### config.mk
export PLATFORM = sky130hd
export DESIGN_NAME = tinyqv_data_router
export DESIGN_NICKNAME = d
export VERILOG_FILES = /design/src/rtl/tinyqv_data_router.sv
export SDC_FILE = /design/constraint.sdc
export NUM_CORES = 1
export LEC_CHECK = 0
export CAP_MARGIN = 20
export CORE_AREA = 2 2 133 135
export CTS_CLUSTER_SIZE = 12
export DETAILED_ROUTE_END_ITERATION = 8
export DIE_AREA = 0 0 135 137
export PLACE_DENSITY = 0.71
export SYNTH_ARGS = -nofsm -noshare
export SYNTH_HDL_FRONTEND = slang
export SYNTH_SLANG_ARGS = --single-unit
### constraint.sdc
create_clock -name i_clk -period 2.95 [get_ports i_clk]
set_clock_uncertainty 0.2 [all_clocks]
set_input_delay 0.4425 -clock i_clk [delete_from_list [all_inputs] [get_ports i_clk]]
set_output_delay 0.4425 -clock i_clk [all_outputs]
set_load 0.03 [all_outputs]
### src/rtl/tinyqv_data_router.sv
// TinyQV data-port router: decodes addr[27:25] into one of NUM_CH targets, locks the
// route for the transaction, and adds timeout / unmapped-region error responses.
module tinyqv_data_router #(
    parameter int unsigned NUM_CH   = 4,
    parameter int unsigned TIMEOUT  = 255,
    parameter logic [31:0] ERR_DATA = 32'h0
) (
    input  logic                  i_clk,
    input  logic                  i_rst,
    input  logic [27:0]           i_cpu_addr,
    input  logic [1:0]            i_cpu_write_n,
    input  logic [1:0]            i_cpu_read_n,
    input  logic                  i_cpu_read_complete,
    input  logic [31:0]           i_cpu_data_out,
    output logic                  o_cpu_data_ready,
    output logic [31:0]           o_cpu_data_in,
    output logic [27:0]           o_ch_addr,
    output logic [31:0]           o_ch_data_out,
    output logic [2*NUM_CH-1:0]   o_ch_write_n,
    output logic [2*NUM_CH-1:0]   o_ch_read_n,
    output logic [NUM_CH-1:0]     o_ch_read_complete,
    input  logic [NUM_CH-1:0]     i_ch_ready,
    input  logic [32*NUM_CH-1:0]  i_ch_data_in,
    input  logic                  i_err_clr,
    output logic                  o_err_timeout,
    output logic                  o_err_unmapped,
    output logic [27:0]           o_err_addr
);

    localparam int unsigned CNT_W  = (TIMEOUT == 0) ? 1 : $clog2(TIMEOUT + 1);
    localparam int unsigned MAX_CH = 8;

    typedef enum logic [1:0] {S_IDLE, S_ACTIVE, S_UNMAP} state_t;

    state_t             r_state, w_state_nxt;
    logic [2:0]         r_sel, w_sel_nxt;
    logic [CNT_W-1:0]   r_count, w_count_nxt;
    logic               r_err_timeout, w_err_timeout_nxt;
    logic               r_err_unmapped, w_err_unmapped_nxt;
    logic [27:0]        r_err_addr, w_err_addr_nxt;

    logic [2:0]         w_idx;
    logic               w_req;
    logic               w_mapped;
    logic               w_drv_en;
    logic [2:0]         w_drv_ch;
    logic               w_ready;
    logic [31:0]        w_rdata;
    logic               w_to_err;
    logic               w_un_err;
    logic [MAX_CH-1:0]  w_ch_ready;
    logic [31:0]        w_ch_data [MAX_CH];

    assign w_idx    = i_cpu_addr[27:25];
    assign w_req    = (i_cpu_write_n != 2'b11) || (i_cpu_read_n != 2'b11);
    assign w_mapped = ({1'b0, w_idx} < 4'(NUM_CH));

    // Pad channel inputs to 8 entries so a 3-bit index always selects cleanly
    for (genvar g = 0; g < NUM_CH; g++) begin : g_in
        assign w_ch_ready[g] = i_ch_ready[g];
        assign w_ch_data[g]  = i_ch_data_in[32*g +: 32];
    end
    for (genvar g = NUM_CH; g < MAX_CH; g++) begin : g_pad
        assign w_ch_ready[g] = 1'b0;
        assign w_ch_data[g]  = ERR_DATA;
    end

    always_ff @(posedge i_clk) begin
        if (i_rst) begin
            r_state        <= S_IDLE;
            r_sel          <= '0;
            r_count        <= '0;
            r_err_timeout  <= 1'b0;
            r_err_unmapped <= 1'b0;
            r_err_addr     <= '0;
        end else begin
            r_state        <= w_state_nxt;
            r_sel          <= w_sel_nxt;
            r_count        <= w_count_nxt;
            r_err_timeout  <= w_err_timeout_nxt;
            r_err_unmapped <= w_err_unmapped_nxt;
            r_err_addr     <= w_err_addr_nxt;
        end
    end

    always_comb begin
        w_state_nxt = r_state;
        w_sel_nxt   = r_sel;
        w_count_nxt = '0;
        w_drv_en    = 1'b0;
        w_drv_ch    = r_sel;
        w_ready     = 1'b0;
        w_rdata     = ERR_DATA;
        w_to_err    = 1'b0;
        w_un_err    = 1'b0;
        case (r_state)
            S_IDLE: begin
                if (w_req) begin
                    if (w_mapped) begin
                        w_drv_en  = 1'b1;
                        w_drv_ch  = w_idx;
                        w_sel_nxt = w_idx;
                        if (w_ch_ready[w_idx]) begin
                            w_ready = 1'b1;
                            w_rdata = w_ch_data[w_idx];
                        end else begin
                            w_state_nxt = S_ACTIVE;
                        end
                    end else begin
                        w_state_nxt = S_UNMAP;
                    end
                end
            end
            S_ACTIVE: begin
                w_drv_en    = 1'b1;
                w_count_nxt = (r_count == '1) ? r_count : r_count + CNT_W'(1);
                if (w_ch_ready[r_sel]) begin
                    // A ready arriving on the timeout cycle is a normal completion
                    w_ready     = 1'b1;
                    w_rdata     = w_ch_data[r_sel];
                    w_state_nxt = S_IDLE;
                    w_count_nxt = '0;
                end else if (TIMEOUT != 0 && r_count == CNT_W'(TIMEOUT - 1)) begin
                    w_ready     = 1'b1;
                    w_drv_en    = 1'b0;
                    w_to_err    = 1'b1;
                    w_state_nxt = S_IDLE;
                    w_count_nxt = '0;
                end
            end
            S_UNMAP: begin
                w_ready     = 1'b1;
                w_un_err    = 1'b1;
                w_state_nxt = S_IDLE;
            end
            default: w_state_nxt = S_IDLE;
        endcase
    end

    // Clear first so an error raised in the same cycle survives it
    always_comb begin
        w_err_timeout_nxt  = r_err_timeout;
        w_err_unmapped_nxt = r_err_unmapped;
        w_err_addr_nxt     = r_err_addr;
        if (i_err_clr) begin
            w_err_timeout_nxt  = 1'b0;
            w_err_unmapped_nxt = 1'b0;
            w_err_addr_nxt     = '0;
        end
        if (w_to_err) begin
            w_err_timeout_nxt = 1'b1;
            w_err_addr_nxt    = i_cpu_addr;
        end
        if (w_un_err) begin
            w_err_unmapped_nxt = 1'b1;
            w_err_addr_nxt     = i_cpu_addr;
        end
    end

    // Reset forces the CPU/channel handshake outputs to idle immediately
    assign o_cpu_data_ready = w_ready && !i_rst;
    assign o_cpu_data_in    = i_rst ? ERR_DATA : w_rdata;
    assign o_ch_addr        = i_cpu_addr;
    assign o_ch_data_out    = i_cpu_data_out;
    assign o_err_timeout    = r_err_timeout;
    assign o_err_unmapped   = r_err_unmapped;
    assign o_err_addr       = r_err_addr;

    for (genvar g = 0; g < NUM_CH; g++) begin : g_out
        logic w_hit;
        assign w_hit = w_drv_en && !i_rst && (w_drv_ch == 3'(g));
        assign o_ch_write_n[2*g +: 2]  = w_hit ? i_cpu_write_n : 2'b11;
        assign o_ch_read_n[2*g +: 2]   = w_hit ? i_cpu_read_n : 2'b11;
        assign o_ch_read_complete[g]   = !i_rst && (r_sel == 3'(g)) && i_cpu_read_complete;
    end

endmodule

---- Word level (Yosys, flattened, before mapping) ----
Cells that the tools add are included.
storage, ports and cells
  flip-flop bits (word level) ............. 43
  input port bits ......................... 200
  output and inout port bits .............. 143
  word-level logic and storage cells ...... 107
cells by class
  add/subtract/negate cells ............... 1
  $lt $le $gt $ge ......................... 5
  eq/ne operators ......................... 15
  muxes and demuxes ....................... 53
  bitwise logic cells ..................... 3
  reductions and logical operators ........ 24
operators with widths
  cell                                                 number
  two-way mux 32 bit                                   9
  binary-select mux 32 bit (select 3 bit)              2
  two-way mux 28 bit                                   3
  case mux 32 bit (2 select lines)                     1
  two-way mux 2 bit                                    13
  two-way mux 1 bit                                    17
  == test 8 bit (second input constant)                2
  logical AND 1 bit                                    14
  == test 3 x 2 -> 1 bit (second input constant)       4
  two-way mux 3 bit                                    3
  adder 8 x 1 -> 8 bit (second input constant)         1
  >= comparator 4 bit (second input constant)          2
  < comparator 3 x 4 -> 1 bit (second input constant)  2
  NOT 3 -> 4 bit                                       2
  binary-select mux 1 bit (select 3 bit)               2
  == test 3 x 1 -> 1 bit (second input constant)       2
  zero test 3 bit                                      2
  inequality test 2 bit (second input constant)        3
  inequality test 3 bit (second input constant)        2
  case mux 2 bit (2 select lines)                      1
  nonzero test 2 bit                                   2
  OR reduction 4 bit                                   1
  < comparator 3 bit (second input constant)           1
  case mux 1 bit (3 select lines)                      1
  other kinds (9)                                      9

---- Depth between registers and ports, before layout ----
Gate-level depths: netlist of the first run.
  depth in word-level cells ............... 9
  gate-level depth with buffers ........... 8
  gate-level depth less buffers ........... 5

---- Least setup slack after synthesis of the first run ----
Ideal clock, no wire load.
  path type ............................... reg2out
  from .................................... register r_sel[0]
  to ...................................... output o_cpu_data_in[10]
  arrival ................................. 1.716 ns
  required time ........................... 2.308 ns
  slack ................................... 0.591 ns
  stages on the path, launching flop included .. 7
  path buffers ............................ 2
  cells stage by stage .................... dfxtp_1 buf_6 or2_4 o22ai_2 clkbuf_1 a32oi_1 nor2_1
on the way
  longest elaborated chain between the ends .. 7
  elaborated cells between the ends (all ways) .. 9
  classes of those cells .................. mux: 8; bitwise: 1
RTL lines
  what                                                    RTL line  RTL
  start, declared                                         36        logic [2:0] r_sel, w_sel_nxt;
  start signal, assigned                                  78        r_sel <= w_sel_nxt;
  NOT 3 -> 4 bit (implied by the code)                    120       w_rdata = w_ch_data[r_sel];
  binary-select mux 32 bit (select 3 bit)                 120
  two-way mux 32 bit (implied by the code) (2 in series)  120
  two-way mux 32 bit (*)                                  117       if (w_ch_ready[r_sel]) begin
  case mux 32 bit (2 select lines) (*)                    96        case (r_state)
  two-way mux 32 bit (*)                                  162       assign o_cpu_data_in = i_rst ? ERR_DATA : w_rdata;
  end, declared                                           16        output logic [31:0] o_cpu_data_in,
Mark *: on every way between the ends. The rest lies on a longest branch, timed or not. The select of a mux whose other input is x is not followed.

---- Final worst setup path of the first run ----
  from .................................... input i_cpu_read_n[0]
  to ...................................... output o_cpu_data_in[7]
on the way
  longest elaborated chain between the ends .. 5
RTL lines
  what                              RTL line  RTL
  start, declared                   12        input logic [1:0] i_cpu_read_n,
  inequality test 2 bit             55        assign w_req = (i_cpu_write_n != 2'b11) || (i_cpu_read_n != 2'b11);
  logical OR 1 bit                  55
  two-way mux 32 bit                98        if (w_req) begin
  case mux 32 bit (2 select lines)  96
  two-way mux 32 bit                162
No other way between the ends.

==> results of run 1 <==
[per-layer routing]
metal  global-route usage (%)  wire [um]  vias to the layer above
li1                         -          -                     2150
met1                     20.8       6660                     2265
met2                     31.9       9060                      289
met3                     6.19       2140                       29
met4                     5.84        435                        0
met5                        0          0                        -
[what timing repair did]
| item | CTS | global route |
|---|---|---|
| endpoints found under the setup margin | 23 | 41 |
| buffers inserted | 0 | 2 |
| cloned | 1 | 1 |
| pin swaps | 3 | 3 |
| gates resized for setup | 12 | 6 |
[per-stage QoR]
step | instance area [um2] | setup WS, ns | hold slack, ns
after floorplan | 4830 | 0.591 | 0.278
after global placement | 7420 | -0.0259 | 0.265
after detailed placement | 7420 | -0.0742 | 0.276
after CTS | 7660 | 0.00392 | 0.261
after global routing | 7740 | 0.00727 | 0.279
final | 7740 | 0.0776 | 0.266
[cell usage after synthesis, types with 5 or more instances]
cell	n
dfxtp_1	43
a32oi_1	35
clkbuf_1	24
mux2i_1	32
nand3_1	8
buf_4	63
nand2b_1	40
nor3_1	6
buf_6	5
nand3b_1	34
nor2_1	43
a21oi_1	5
buf_2	8
mux4_2	65
[flip-flops by register name, summed over array words and instances (netlist names)]
signal and count:
o_err_timeout 1, o_err_unmapped 1, o_err_addr 28, r_state 2, r_count 8, r_sel 3
[layout make-up]
| type | count | area, um2 | area share (%) |
|---|---|---|---|
| Inverter | 5 | 18.8 | 0.243 |
| Timing Repair Buffer | 297 | 3080 | 39.8 |
| Tap cell | 225 | 282 | 3.64 |
| Multi-Input combinational cell | 315 | 3310 | 42.8 |
| Clock inverter | 2 | 38.8 | 0.501 |
| Sequential cell | 43 | 863 | 11.2 |
| Clock buffer | 6 | 139 | 1.79 |
[worst max-delay path by stage]
stage	startpoint	to	slack, ns	cells after the start
after floorplan	r_sel[0]	o_cpu_data_in[10]	0.59	6
after global placement	i_ch_ready[3]	o_cpu_data_in[3]	-0.03	7
after detailed placement	i_ch_ready[3]	o_cpu_data_in[3]	-0.07	7
after CTS	i_ch_ready[2]	o_cpu_data_in[12]	0.004	7
after global routing	i_cpu_read_n[0]	o_cpu_data_in[24]	0.007	7
final	i_cpu_read_n[0]	o_cpu_data_in[7]	0.08	7
[cells by family (layout without fill, tap and decap cells)]
kind of cell | after synthesis | in the layout | synth area share (%)
and+or+nand+nor | 160 | 160 | 19.6
DFF | 43 | 43 | 17.8
buffers and inverters | 110 | 310 | 15.3
adders and majority gates | 2 | 2 | 0.518
AOI/OAI and AO/OA | 52 | 52 | 9.14
xor gates and xnor gates | 4 | 4 | 0.725
muxes | 97 | 97 | 36.9
[report_power, final]
part           switching, uW  internal, uW  leakage [uW]  total, uW
registers               18.1           600      0.000350        618
logic                    498           587       0.00236       1090
clock network            245           426     0.0000875        671
[cell usage in the layout, fill, tap and decap left out, types with 4 or more instances in the layout]
master,count
a21oi_1,4
buf_12,21
nand3_1,8
mux2i_1,32
mux4_2,65
a32oi_1,30
nand3b_1,34
clkdlybuf4s50_1,219
nand2b_1,40
or3b_2,4
nor2_1,41
nand2_1,4
buf_4,48
inv_1,4
a32oi_2,4
nor3_1,6
dfxtp_1,41
clkbuf_16,6
==> out/results.ini, run 1 <==
[outcome]
outcome = finished, final reports clean

[worst_hold_path]
hp-class = in2reg
hold_start = i_rst
hold_path_depth = 2
hold-path-endpoint = r_sel[1]

[cts]
clock_latency_ns = 0.29
cts_sinks = 43
cts_tree = built
clk_path_buf_depth = 2
clock_tree.htree_level_count = 2
cts_buffers = 5
root_buffer = clkbuf_16
clk_pin_slew_worst_paths_ns = 0.06
cts_hold_buf = 0

[route]
wl_per_cell_um = 20.5
ant_nets = 0
route.vias.total = 4733
routed_via_density = 5.30
firstDrtPassIters = 5
drt_iter0_drc = 166
finalWirelength_um = 18300
drc = 0

[timing]
rsz0062_at_grt = false
setup_viol = 0
hold_viol = 0
maxSlewViolCount = 0
tightest_slew_ns = 0.628
finalCritPeriodShare_pct = 97.4
slew_headroom_pct = 58.2
setup_tns_ns = 0
fmax_mhz = 348
period_needed_ns = 2.87

[power_and_ir_drop]
leakage_uw = 0.00279
power_density_mw_per_mm2 = 307
peakVddDrop_v = 0.000279
power_uw = 2380

[critical_path]
startpoint_type = primary input
r2r_end = r_count[1]
arrival_ns = 2.23
path_delay_family = buffers and inverters
cpPeakStageDelay_ns = 0.54
cp_max_fo = 8
rrSetupSlack_ns = 0.91
r2r_start = r_sel[1]
cp-end-kind = primary output
rr_worst_depth = 4
crit_chain = clkdlybuf4s50_1 -> nand4_1 -> and4b_4 -> clkbuf_16 -> a32oi_1 -> nor2_1 -> buf_4
critPathBufInv = 3
critPathRequiredTime_ns = 2.31
path_class = in2out
cp_slowest_cell = clkdlybuf4s50_1

[synth]
synth_area_leaders = mux4_2 30%, dfxtp_1 18%, buf_4 9.8%
syn_area_mm2 = 0.00483
synthArstFlopShare_pct = 0
yosysSeqAreaShare_pct = 17.8
ys_ff_latch = 43
avgSynthCellArea_um2 = 10.3
synth_area_leader_cell = mux4_2
synth_cell_types = 45
netlist.area_leader.share_pct = 30.3
synth-main-ff-cell = dfxtp_1
netlist_instances = 468
synth_edf_count = 0
yosys_warnings = 0
synth_nets = 670

[finish]
fin_cells = 893
area_growth_pct = 60.1
drive_gt1_share_pct = 25.4
fillers = 1596
diodes = 0
fin_util_pct = 45.4
nNetsFinal = 869

[die]
die_x_um = 135
die_area_mm2 = 0.0185
rows = 48
dieHeight_um = 137
coreArea_mm2 = 0.0171
ios = 343
start_util_pct = 28.3

[placement]
dp.cells = 881
portBuffers = 278
globalplace.congestion = 0.800
dp_hpwl_um = 13600

[grt]
antenna_found_initial = 0
grt_pass1_wl_um = 26000
grt-ovfl-total = 0
grt_pass1_vias = 4639
grt_max_degree = 60
track_usage_pct = 18.2

[job]
max_cap_viol_count = 0

Note: power is estimated with default switching activity, not from simulation.
==> run 2: changes to the inputs <==
CORE_AREA = 2 2 134 136   (was 2 2 133 135)
DIE_AREA = 0 0 136 138   (was 0 0 135 137)
PLACE_DENSITY = 0.7   (was 0.71)
clock period = 3.1 ns   (was 2.95 ns; I/O delays follow)
==> run 2 against run 1 <==
Power fell by 8.2%. Hold slack worse by 0.0033 ns. Routed wire length shrank 3.6%. Sequential power down 5.2%. Register-to-register slack improved by 0.18 ns. Die area increased by 1.5%. Combinational power is 6% lower.
==> out/results.ini, run 2 (same netlist as run 1, synthesis figures left out) <==
[placement]
dp_hpwl_um = 13000
dp.cells = 891
globalplace.congestion = 0.786
portBuffers = 278

[grt]
grt_pass1_vias = 4636
grt_pass1_wl_um = 25500
grt-ovfl-total = 0
grt_max_degree = 60
track_usage_pct = 17.2
antenna_found_initial = 0

[outcome]
outcome = finished, final reports clean

[cts]
root_buffer = clkbuf_16
clk_path_buf_depth = 2
cts_buffers = 5
clk_pin_slew_worst_paths_ns = 0.07
cts_sinks = 43
cts_setup_buffers = 0
clock_tree.htree_level_count = 2
cts_hold_buf = 0
cts_tree = built
clock_latency_ns = 0.29

[route]
route.vias.total = 4704
firstDrtPassIters = 4
routed_via_density = 5.22
drc = 0
wl_per_cell_um = 19.6
ant_nets = 0
drt_iter0_drc = 195
finalWirelength_um = 17600

[die]
rows = 49
start_util_pct = 27.6
die_area_mm2 = 0.0188
coreArea_mm2 = 0.0175
dieHeight_um = 138
die_x_um = 136
ios = 343

[timing]
rsz0062_at_grt = false
setup_tns_ns = 0
hold_viol = 0
maxSlewViolCount = 0
slew_headroom_pct = 60.9
setup_viol = 0
period_needed_ns = 3.05
fmax_mhz = 328
finalCritPeriodShare_pct = 98.3
tightest_slew_ns = 0.585

[finish]
drive_gt1_share_pct = 25.0
final_common_cell = clkdlybuf4s50_1
largest_reg_flops = 28
mostFrequentLayoutCells = 229 x clkdlybuf4s50_1, 65 x mux4_2, 51 x buf_4
seqCellArea_um2 = 863
area_growth_pct = 60.0
fin_cells = 901
nNetsFinal = 873
fillers = 1666
diodes = 0
multi_input_area_mm2 = 0.00335

[critical_path]
cp-end-kind = primary output
cp_max_fo = 8
critPathRequiredTime_ns = 2.43
startpoint_type = primary input
path_class = in2out
arrival_ns = 2.38

[power_and_ir_drop]
power_density_mw_per_mm2 = 282
leakage_uw = 0.00275
peakVddDrop_v = 0.000194

[job]
max_cap_viol_count = 0

[worst_hold_path]
hp-class = in2reg

[run 2: changes by cell type in the layout (fill, tap and decap cells not counted), moves of 2 or more]
cell,delta
clkdlybuf4s50_1,+10
buf_4,+3
a32oi_1,-3
a32oi_4,+3
buf_12,-6
dlygate4sd2_1,-2
[run 2: through the flow]
step | total power [uW] | setup WS, ns | hold WS, ns | instance area (um2) | util (%)
global placement | 1570 | -0.0592 | 0.260 | 7410 | 42.3
detailed placement | 1580 | -0.0732 | 0.268 | 7410 | 42.3
global route | 2280 | 0.0336 | 0.277 | 7730 | 44.1
CTS | 2170 | 0.00248 | 0.254 | 7620 | 43.5
finish | 2180 | 0.0534 | 0.262 | 7730 | 44.1
floorplan | 1220 | 0.697 | 0.278 | 4830 | -
[run 2: final cells by class]
class / count / area share [%]
Multi-Input combinational cell: 315 / 43.4
Timing Repair Buffer: 301 / 39.5
Sequential cell: 43 / 11.2
Tap cell: 229 / 3.70
Clock buffer: 7 / 1.97
Inverter: 5 / 0.243
Clock inverter: 1 / 0.0971
[run 2: timing repair]
| item | in CTS | in global routing |
|---|---|---|
| gates cloned | 0 | 2 |
| resized for setup | 7 | 10 |
| setup endpoints to repair | 6 | 15 |
| pin swaps | 0 | 2 |
[run 2: routing by layer]
metal / GRT usage (%) / up-vias / routed length [um]
met4: 3.73 / 0 / 274
met1: 20.8 / 2273 / 6890
met2: 29.1 / 249 / 8500
met3: 6.12 / 19 / 1980
li1: - / 2163 / -
met5: 0 / - / 0
[run 2: worst max-delay path: stages]
cell and delay (ns):
clkdlybuf4s50_1 0.44, mux4_2 0.54, and4b_4 0.27, buf_12 0.16
a32oi_2 0.23, nor2_1 0.11, buf_12 0.16
[run 2: power by group]
group | internal (uW) | switching, uW
clock network | 343 | 225
logic | 555 | 472
registers | 572 | 14.4
[run 2: worst paths after layout]
kind	from	to	slack (ns)	cells past startpoint
setup / recovery	i_ch_ready[2]	o_cpu_data_in[6]	0.05	7
hold / removal	i_rst	r_sel[0]	0.26	2
setup reg to reg	r_sel[2]	o_err_addr[26]	1.09	6
hold reg to reg	o_err_unmapped	o_err_unmapped	0.29	2
==> run 3: changes to the inputs <==
CORE_AREA = 2 2 133 135   (was 2 2 134 136)
DIE_AREA = 0 0 135 137   (was 0 0 136 138)
PLACE_DENSITY = 0.71   (was 0.7)
clock period = 3.6 ns   (was 3.1 ns; I/O delays follow)
==> run 3 against run 2 <==
Power is 17% lower. Routed wire length is 0.26% higher. Sequential power is 14% lower. Clock-buffer cell count is 1 lower. Combinational power is 19% lower. Hold slack better by 0.024 ns. Utilization is 0.31 points lower. First-iteration DRC count is 29% higher. Final area is 3.4% lower. Register-to-register slack better by 0.40 ns. Critical path type unchanged. Critical endpoint is now o_cpu_data_in[12]. Largest power group unchanged. Highest routed layer unchanged.
==> out/results.ini, run 3 (same netlist as run 1, synthesis figures left out) <==
[cts]
cts_hold_buf = 0
clk_path_buf_depth = 2
cts_tree = built
ctsResizeCount = 0
cts_buffers = 5
clock_tree.htree_level_count = 2
cts_sinks = 43
root_buffer = clkbuf_16
clock_latency_ns = 0.29
clk_pin_slew_worst_paths_ns = 0.06
cts_setup_buffers = 0

[die]
ios = 343
coreArea_mm2 = 0.0171
dieHeight_um = 137
start_util_pct = 28.3
die_x_um = 135
rows = 48
die_area_mm2 = 0.0185

[route]
wl_per_cell_um = 19.9
route.vias.total = 4703
routed_via_density = 5.30
drc = 0
ant_nets = 0
drt_iter0_drc = 252
finalWirelength_um = 17700
firstDrtPassIters = 4

[timing]
setup_viol = 0
rsz0062_at_grt = false
period_needed_ns = 3.36
fmax_mhz = 298
hold_viol = 0
setup_tns_ns = 0
tightest_slew_ns = 0.732
finalCritPeriodShare_pct = 93.2
slew_headroom_pct = 51.1
hold-worst-slack_ns = 0.286
fin_ws_ns = 0.245
maxSlewViolCount = 0

[critical_path]
r2r_end = o_err_addr[14]
cp_max_fo = 33
startpoint_type = primary input
cp-end-kind = primary output
rr_worst_depth = 4
rrSetupSlack_ns = 1.49
path_class = in2out
arrival_ns = 2.62
r2r_start = r_state[0]
critPathRequiredTime_ns = 2.86

[worst_hold_path]
hold_path_depth = 2
hold_start = o_err_unmapped
hp-class = reg2reg
hold-path-endpoint = o_err_unmapped

[finish]
fillers = 1656
nNetsFinal = 864
diodes = 0
drive_gt1_share_pct = 21.6
mostFrequentLayoutCells = 234 x clkdlybuf4s50_1, 65 x mux4_2, 43 x nor2_1, 43 x buf_4, 41 x dfxtp_1
area_growth_pct = 54.6
largest_reg_flops = 28
fin_util_pct = 43.8
final_common_cell = clkdlybuf4s50_1

[grt]
track_usage_pct = 17.7
grt_max_degree = 57
grt_pass1_vias = 4646
antenna_found_initial = 0
grt-ovfl-total = 0
grt_pass1_wl_um = 25500

[placement]
pre_cts_slack_ns = 0.221
portBuffers = 278
dp_hpwl_um = 13500
globalplace.congestion = 0.808

[power_and_ir_drop]
peakVddDrop_v = 0.000213
power_uw = 1810
power_density_mw_per_mm2 = 242
leakage_uw = 0.00267

[job]
max_cap_viol_count = 0

[outcome]
outcome = finished, final reports clean

==> run 3: cell count changes in the layout (fill, tap and decap cells not counted), sizes merged <==
cell           previous run  this run
buf                      69        58
clkdlybuf4s50           229       234
clkbuf                    9         6
clkinvlp                  1         0
dlymetal6s2s              1         0
inv                       5         6
==> run 3: report_power, final <==
| group | switching, uW | leakage (uW) | total [uW] | internal, uW |
|---|---|---|---|---|
| Sequential | 13.0 | 0.000350 | 505 | 492 |
| Combinational | 384 | 0.00225 | 833 | 449 |
| Clock | 196 | 0.0000733 | 471 | 275 |
==> run 3: area by class of cell <==
type	count	area (um2)	area share [%]
multi-input combinational	315	3240	43.4
inverter	5	18.8	0.251
tap	225	282	3.77
timing repair buffer	292	2920	39.1
clock buffer	6	139	1.86
sequential	43	863	11.6
clock inverter	1	8.76	0.117
==> run 3: routing by layer <==
| layer | routed length, um | share of wire (%) | global-route usage (%) |
|---|---|---|---|
| met5 | 0 | 0 | 0 |
| met4 | 626 | 3.5 | 7.64 |
| met3 | 2050 | 12 | 6.19 |
| met2 | 8260 | 47 | 28.7 |
| met1 | 6740 | 38 | 21.2 |
==> run 3: worst max path at each step <==
stage	from	end
finish	i_ch_ready[2]	o_cpu_data_in[12]
global route	i_cpu_write_n[0]	o_ch_write_n[7]
CTS	i_ch_ready[2]	o_cpu_data_in[12]
detailed placement	i_ch_ready[2]	o_cpu_data_in[12]
global placement	i_ch_ready[3]	o_cpu_data_in[12]
floorplan	i_cpu_addr[25]	o_cpu_data_in[10]
==> run 3: critical path: stages <==
cell	delay, ns
clkdlybuf4s50_1	0.43
mux4_2	0.54
and4b_1	0.23
buf_4	0.24
a32oi_1	0.33
nor2_1	0.13
buf_12	0.16
==> run 3: through the flow <==
| step | cells | instance area, um2 |
|---|---|---|
| after detailed placement | 880 | 7320 |
| final | 887 | 7470 |
| after floorplan | 468 | 4830 |
| after global routing | 887 | 7470 |
| after CTS | 887 | 7470 |
| after global placement | 880 | 7320 |
